## config.mk

```make
export PLATFORM = sky130hd
export DESIGN_NAME = prog_clk_divider_flat
export DESIGN_NICKNAME = d
export VERILOG_FILES = /design/src/rtl/prog_clk_div_pkg.sv /design/src/rtl/prog_clk_divider_if.sv /design/src/rtl/prog_clk_div_shadow.sv /design/src/rtl/prog_clk_divider.sv /design/src/flat_wrapper.sv
export SDC_FILE = /design/constraint.sdc
export NUM_CORES = 1
export LEC_CHECK = 0
export ABC_AREA = 1
export CAP_MARGIN = 40
export CORE_MARGIN = 4
export CORE_UTILIZATION = 40
export CTS_BUF_LIST = sky130_fd_sc_hd__clkbuf_4
export CTS_CLUSTER_DIAMETER = 120
export DETAILED_ROUTE_END_ITERATION = 10
export GPL_TIMING_DRIVEN = 1
export PLACE_DENSITY = 0.68
export SLEW_MARGIN = 20
export SYNTH_ARGS = -nofsm -noshare
export SYNTH_HDL_FRONTEND = slang
export SYNTH_HIERARCHICAL = 1
export SYNTH_SLANG_ARGS = --single-unit
export TNS_END_PERCENT = 50
```

## constraint.sdc

```tcl
create_clock -name i_clk -period 7.2 [get_ports i_clk]
set_input_delay 1.8 -clock i_clk [delete_from_list [all_inputs] [get_ports i_clk]]
set_output_delay 1.8 -clock i_clk [all_outputs]
set_load 0.005 [all_outputs]
```

## src/rtl/prog_clk_div_pkg.sv

```systemverilog
// rtl/prog_clk_div_pkg.sv - shared mode encoding and ratio helpers for the programmable clock divider
package prog_clk_div_pkg;

    typedef enum logic [1:0] {
        DUTY50   = 2'b00,
        PULSE_HI = 2'b01,
        PULSE_LO = 2'b10,
        RSVD     = 2'b11
    } clk_div_mode_e;

    // Helpers work at a fixed wide width so callers of any WIDTH can use them
    localparam int unsigned CALC_W = 32;

    // Ratios below 2 cannot form a period with both a high and a low phase
    function automatic logic [CALC_W-1:0] clamp_div(input logic [CALC_W-1:0] d);
        return (d < CALC_W'(2)) ? CALC_W'(2) : d;
    endfunction

    // Number of cycles clk_out stays high within one period of length d
    function automatic logic [CALC_W-1:0] high_len(input logic [CALC_W-1:0] d,
                                                   input clk_div_mode_e     mode);
        logic [CALC_W-1:0] h;
        case (mode)
            PULSE_HI: h = CALC_W'(1);
            PULSE_LO: h = d - CALC_W'(1);
            default:  h = (d + CALC_W'(1)) >> 1;
        endcase
        return h;
    endfunction

endpackage

```

## src/rtl/prog_clk_divider_if.sv

```systemverilog
// rtl/prog_clk_divider_if.sv - control/load/output bundle of the programmable clock divider
interface prog_clk_divider_if #(
    parameter int WIDTH = 8
);
    logic             en;
    logic             load_valid;
    logic             load_ready;
    logic [WIDTH-1:0] div_in;
    logic [1:0]       mode_in;
    logic             clk_out;
    logic             tick;
    logic             running;
    logic [WIDTH-1:0] div_active;

    // Side that requests ratios and consumes the divided clock
    modport master (
        output en, load_valid, div_in, mode_in,
        input  load_ready, clk_out, tick, running, div_active
    );

    // Divider side
    modport slave (
        input  en, load_valid, div_in, mode_in,
        output load_ready, clk_out, tick, running, div_active
    );
endinterface

```

## src/rtl/prog_clk_div_shadow.sv

```systemverilog
// rtl/prog_clk_div_shadow.sv - single-entry valid/ready holding register for a pending ratio/mode
module prog_clk_div_shadow
    import prog_clk_div_pkg::*;
#(
    parameter int WIDTH = 8
) (
    input  logic             i_clk,
    input  logic             i_rst,
    input  logic             i_load_valid,
    output logic             o_load_ready,
    input  logic [WIDTH-1:0] i_div_in,
    input  logic [1:0]       i_mode_in,
    input  logic             i_apply,
    output logic [WIDTH-1:0] o_pending_div,
    output clk_div_mode_e    o_pending_mode,
    output logic             o_pending_valid
);

    logic             r_valid;
    logic [WIDTH-1:0] r_div;
    clk_div_mode_e    r_mode;
    logic             w_accept;

    // Only an empty shadow accepts, so accept and apply never coincide
    assign w_accept = i_load_valid & ~r_valid;

    // Capture on accept, empty when the divider consumes the entry
    always_ff @(posedge i_clk or posedge i_rst) begin
        if (i_rst) begin
            r_valid <= 1'b0;
            r_div   <= '0;
            r_mode  <= DUTY50;
        end else if (w_accept) begin
            r_valid <= 1'b1;
            r_div   <= i_div_in;
            r_mode  <= clk_div_mode_e'(i_mode_in);
        end else if (i_apply) begin
            r_valid <= 1'b0;
        end
    end

    assign o_load_ready    = ~r_valid;
    assign o_pending_div   = r_div;
    assign o_pending_mode  = r_mode;
    assign o_pending_valid = r_valid;

endmodule

```

## src/rtl/prog_clk_divider.sv

```systemverilog
// rtl/prog_clk_divider.sv - programmable integer clock divider with glitch-free ratio reload
module prog_clk_divider
    import prog_clk_div_pkg::*;
#(
    parameter int WIDTH     = 8,
    parameter int RESET_DIV = 16
) (
    input  logic               i_clk,
    input  logic               i_rst,
    prog_clk_divider_if.slave  bus_if
);

    localparam logic [WIDTH-1:0] RESET_DIV_W = WIDTH'(RESET_DIV);
    localparam logic [WIDTH-1:0] CNT_ONE     = WIDTH'(1);

    logic [WIDTH-1:0]  r_cnt;
    logic              r_running;
    logic [WIDTH-1:0]  r_div;
    clk_div_mode_e     r_mode;
    logic              r_clk_out;
    logic              r_tick;

    logic [WIDTH-1:0]  w_pend_div;
    clk_div_mode_e     w_pend_mode;
    logic              w_pend_valid;
    logic              w_load_ready;
    logic              w_wrap;
    logic              w_apply;
    logic [WIDTH-1:0]  w_cnt_nxt;
    logic              w_run_nxt;
    logic [WIDTH-1:0]  w_div_nxt;
    clk_div_mode_e     w_mode_nxt;
    logic [CALC_W-1:0] w_high_nxt;
    logic              w_clk_nxt;
    logic              w_tick_nxt;

    prog_clk_div_shadow #(
        .WIDTH(WIDTH)
    ) u_shadow (
        .i_clk           (i_clk),
        .i_rst           (i_rst),
        .i_load_valid    (bus_if.load_valid),
        .o_load_ready    (w_load_ready),
        .i_div_in        (bus_if.div_in),
        .i_mode_in       (bus_if.mode_in),
        .i_apply         (w_apply),
        .o_pending_div   (w_pend_div),
        .o_pending_mode  (w_pend_mode),
        .o_pending_valid (w_pend_valid)
    );

    // Next-state of counter/run flag and ratio; a new ratio only lands on a period boundary
    always_comb begin
        w_wrap    = r_running && (r_cnt == (r_div - CNT_ONE));
        w_apply   = w_pend_valid && (!r_running || w_wrap);
        w_run_nxt = 1'b1;
        w_cnt_nxt = r_cnt + CNT_ONE;
        if (!r_running || w_wrap) begin
            w_run_nxt = bus_if.en;
            w_cnt_nxt = '0;
        end
        w_div_nxt  = r_div;
        w_mode_nxt = r_mode;
        if (w_apply) begin
            w_div_nxt  = WIDTH'(clamp_div(CALC_W'(w_pend_div)));
            w_mode_nxt = w_pend_mode;
        end
    end

    // Output decode from next-state so clk_out/tick are registered without extra latency
    always_comb begin
        w_high_nxt = high_len(CALC_W'(w_div_nxt), w_mode_nxt);
        w_clk_nxt  = w_run_nxt && (CALC_W'(w_cnt_nxt) < w_high_nxt);
        w_tick_nxt = w_run_nxt && (w_cnt_nxt == '0);
    end

    // State and output registers; reset abandons any partial period immediately
    always_ff @(posedge i_clk or posedge i_rst) begin
        if (i_rst) begin
            r_cnt     <= '0;
            r_running <= 1'b0;
            r_div     <= RESET_DIV_W;
            r_mode    <= DUTY50;
            r_clk_out <= 1'b0;
            r_tick    <= 1'b0;
        end else begin
            r_cnt     <= w_cnt_nxt;
            r_running <= w_run_nxt;
            r_div     <= w_div_nxt;
            r_mode    <= w_mode_nxt;
            r_clk_out <= w_clk_nxt;
            r_tick    <= w_tick_nxt;
        end
    end

    assign bus_if.load_ready = w_load_ready;
    assign bus_if.clk_out    = r_clk_out;
    assign bus_if.tick       = r_tick;
    assign bus_if.running    = r_running;
    assign bus_if.div_active = r_div;

endmodule

```

## src/flat_wrapper.sv

```systemverilog
// flat-port wrapper written by rule: the top's interface ports become plain ports
module prog_clk_divider_flat import prog_clk_div_pkg::*;
#(
    parameter int WIDTH     = 8,
    parameter int RESET_DIV = 16
)
  (i_clk, i_rst, bus_if_en, bus_if_load_valid, bus_if_div_in, bus_if_mode_in, bus_if_load_ready, bus_if_clk_out, bus_if_tick, bus_if_running, bus_if_div_active);
  prog_clk_divider_if #(.WIDTH(WIDTH)) bus_if_i ();
  input  logic i_clk;
  input  logic i_rst;
  input wire logic [$bits(bus_if_i.en)-1:0] bus_if_en;
  input wire logic [$bits(bus_if_i.load_valid)-1:0] bus_if_load_valid;
  input wire logic [$bits(bus_if_i.div_in)-1:0] bus_if_div_in;
  input wire logic [$bits(bus_if_i.mode_in)-1:0] bus_if_mode_in;
  output wire logic [$bits(bus_if_i.load_ready)-1:0] bus_if_load_ready;
  output wire logic [$bits(bus_if_i.clk_out)-1:0] bus_if_clk_out;
  output wire logic [$bits(bus_if_i.tick)-1:0] bus_if_tick;
  output wire logic [$bits(bus_if_i.running)-1:0] bus_if_running;
  output wire logic [$bits(bus_if_i.div_active)-1:0] bus_if_div_active;
  assign bus_if_i.en = bus_if_en;
  assign bus_if_i.load_valid = bus_if_load_valid;
  assign bus_if_i.div_in = bus_if_div_in;
  assign bus_if_i.mode_in = bus_if_mode_in;
  assign bus_if_load_ready = bus_if_i.load_ready;
  assign bus_if_clk_out = bus_if_i.clk_out;
  assign bus_if_tick = bus_if_i.tick;
  assign bus_if_running = bus_if_i.running;
  assign bus_if_div_active = bus_if_i.div_active;
  prog_clk_divider #(.WIDTH(WIDTH), .RESET_DIV(RESET_DIV)) u_core (.i_clk(i_clk), .i_rst(i_rst), .bus_if(bus_if_i));
endmodule
```

==> results.json <==
{
  "post-place-ws_ps": 3300,
  "criticalPathCategory": "reg -> reg",
  "hold_path_class": "reg -> reg",
  "routed_wl_um": 5240,
  "cp.required_ps": 7450,
  "cts_buffers": 5,
  "rsz0062_at_grt": "no",
  "port_buffers": 25,
  "grt_pass1_wl_um": 9340,
  "synthTopCellsByArea": "dfrtp_1 (33%), nand2_1 (16%), inv_1 (7.9%)",
  "diodes": 0,
  "rrSetupSlack_ps": 3250,
  "vias_per_cell": 4.90,
  "cap_violations": 0,
  "cp-start-kind": "flip-flop",
  "synthesis.area_um2": 2320,
  "place_hpwl_um": 4340,
  "regToRegEndpoint": "u_core/bus_if.clk_out",
  "clk_latency_ps": 330,
  "wl_per_cell_um": 12.3,
  "drc": 0,
  "skew_ps": 7.14,
  "cts_tree": "yes",
  "core-area_um2": 5570,
  "crit_fanout": 19,
  "dr.pass1.iters": 5,
  "h-tree-depth": 2,
  "final.setup.tns_ps": 0,
  "grt_overflow": 0,
  "root_buffer": "clkbuf_4",
  "grt_max_degree": 20,
  "cellPowerDensity_nw_per_um2": 456,
  "start_util": 0.417,
  "reg2reg_depth": 26,
  "slew_headroom": 0.711,
  "cts.sinks": 32,
  "globalRouteTotalUtil": 0.162,
  "max_stage_delay_ps": 460,
  "clock.fmax_mhz": 253,
  "cts_setup_buffers": 0,
  "clk_pin_slew_ps": 100,
  "cpMaxStageDelayCell": "dfrtp_1",
  "cp_common_cell": "nand2_1",
  "holdPathEnd": "u_core/u_shadow/o_pending_mode[0]",
  "num_rows": 27,
  "fin_nets": 382,
  "ant_nets": 0,
  "synth.distinct_cells": 36,
  "yosys_warnings": 6,
  "antenna_found_initial": 0,
  "status": "complete, no violations",
  "end_kind": "flip-flop",
  "slew_viol_final": 0,
  "syn_inst": 327,
  "worstReg2RegStart": "u_core/bus_if.div_active[0]",
  "synthArstFlopShare": 1.00,
  "setup_ws_ps": 3250,
  "die-area_um2": 7100,
  "vias": 2098,
  "globalplace.congestion": 0.933,
  "syn_avg_cell_area_um2": 7.11,
  "syn2layout_area_growth_pct": 16.5,
  "hold_viol": 0,
  "setup_viol": 0,
  "ctsResizeCount": 0,
  "die_y_um": 84.2,
  "grt_pass1_vias": 2119,
  "worstMarginPinSlew_ps": 430,
  "power_leakage_nw": 1.36,
  "arrival_ps": 4200,
  "drive_gt1_frac": 0.110,
  "ys_seq_area_frac": 0.345,
  "ys_ff_latch": 32,
  "hp-start": "u_core/u_shadow/o_pending_mode[0]",
  "chipWidth_um": 84.2,
  "yosysTopAreaCellShare": 0.334,
  "drtIter0Drc": 99,
  "period_share": 0.548,
  "period_needed_ps": 3950,
  "synth-edff-count": 0,
  "hold_buffers": 0,
  "ys.flop_type": "dfrtp_1",
  "syn_nets": 354,
  "ir_worst_vdd_uv": 180,
  "hold_depth": 2,
  "ios": 26,
  "clockBufferDepth": 2,
  "yosysTopAreaCell": "dfrtp_1"
}
==> cells in the final DEF (no fill, tap or decap), drive strengths merged, types with 2 or more instances in the layout <==
cell type,count
o21ai,17
dfrtp,31
nor4,2
nand2,106
xnor2,2
nand3,28
nor3,7
a21oi,6
nand4,4
clkdlybuf4s50,25
xor2,8
clkinv,2
clkbuf,5
nor2,33
inv,57
ha,13
==> how the worst max path moves through the flow <==
stage | to | start | cells after the start | slack, ps
floorplan | u_core/bus_if.clk_out | u_core/bus_if.div_active[0] | 28 | 3580
global placement | u_core/bus_if.clk_out | u_core/bus_if.div_active[0] | 26 | 3330
detailed placement | u_core/bus_if.clk_out | u_core/bus_if.div_active[0] | 26 | 3300
CTS | u_core/bus_if.clk_out | u_core/bus_if.div_active[0] | 26 | 3250
global route | u_core/bus_if.clk_out | u_core/bus_if.div_active[0] | 26 | 2790
finish | u_core/bus_if.clk_out | u_core/bus_if.div_active[0] | 26 | 3250
==> Yosys cell counts (2+ instances only) <==
library cell	number
xor2_1	8
inv_2	8
o21ai_2	4
nand2_2	4
nand3_1	27
nor2_1	26
ha_1	13
xnor2_1	2
o21ai_4	2
a21oi_1	6
nor3_1	5
inv_1	49
dfrtp_1	31
nand2_1	100
o21ai_1	3
buf_6	2
nor4_1	2
o21ai_0	8
nand4_1	4
nor2_2	7
==> cell type report <==
class | instances | area, um^2
well taps | 72 | 90.1
flip-flops and latches | 32 | 802
repair buffers | 26 | 265
clock buffers | 5 | 37.5
fillers | 576 | 2870
clock inverters | 3 | 37.5
multi-input cells | 233 | 1260
inverters | 57 | 214
==> metrics by stage <==
step | area, um^2 | hold WS [ps] | util | power (mW) | cells
global route | 2710 | 522 | 0.486 | 1.39 | 428
finish | 2710 | 481 | 0.486 | 1.24 | 428
global placement | 2620 | 461 | 0.470 | 1.09 | 419
floorplan | 2320 | 437 | - | 0.910 | 327
detailed placement | 2630 | 460 | 0.472 | 1.11 | 420
CTS | 2710 | 484 | 0.486 | 1.25 | 428
==> worst max-delay path: cells and delay by family (launching register included) <==
kind | cells | cell delay, ps
flops | 1 | 460
fa+ha+maj | 3 | 850
buf+inv | 4 | 370
simple gates | 15 | 1660
compound gates | 4 | 560
==> report_power, final <==
| part | internal (mW) | leakage (nW) | switching [mW] |
|---|---|---|---|
| Clock | 0.0709 | 0.0403 | 0.0605 |
| Combinational | 0.304 | 0.931 | 0.466 |
| Sequential | 0.257 | 0.391 | 0.0777 |
==> layer usage <==
layer	up-vias	part of all wire	track usage
met1	968	0.46	0.205
met3	6	0.040	0.0285
met2	44	0.48	0.277
met5	-	0	0
li1	1080	-	-
met4	0	0.013	0.0599
==> cell families after synthesis <==
kind of cell,share of synthesized area
AND/OR/NAND/NOR,0.353
flip-flops,0.345
buffers and inverters,0.112
AO/OA/AOI/OAI,0.0818
adder cells (fa/ha/maj),0.0700
XOR/XNOR,0.0377
==> flip-flops by register name, indices dropped and copies added, names as in the netlist <==
name and count:
u_core/bus_if.tick 1, u_core/bus_if.clk_out 1, u_core/bus_if.running 1, u_core/u_shadow/o_pending_mode 2
u_core/r_mode 2, u_core/bus_if.div_active 8, u_core/u_shadow/o_pending_div 8, u_core/r_cnt 8
u_core/u_shadow/o_pending_valid 1
(Power assumes the default switching activity.)
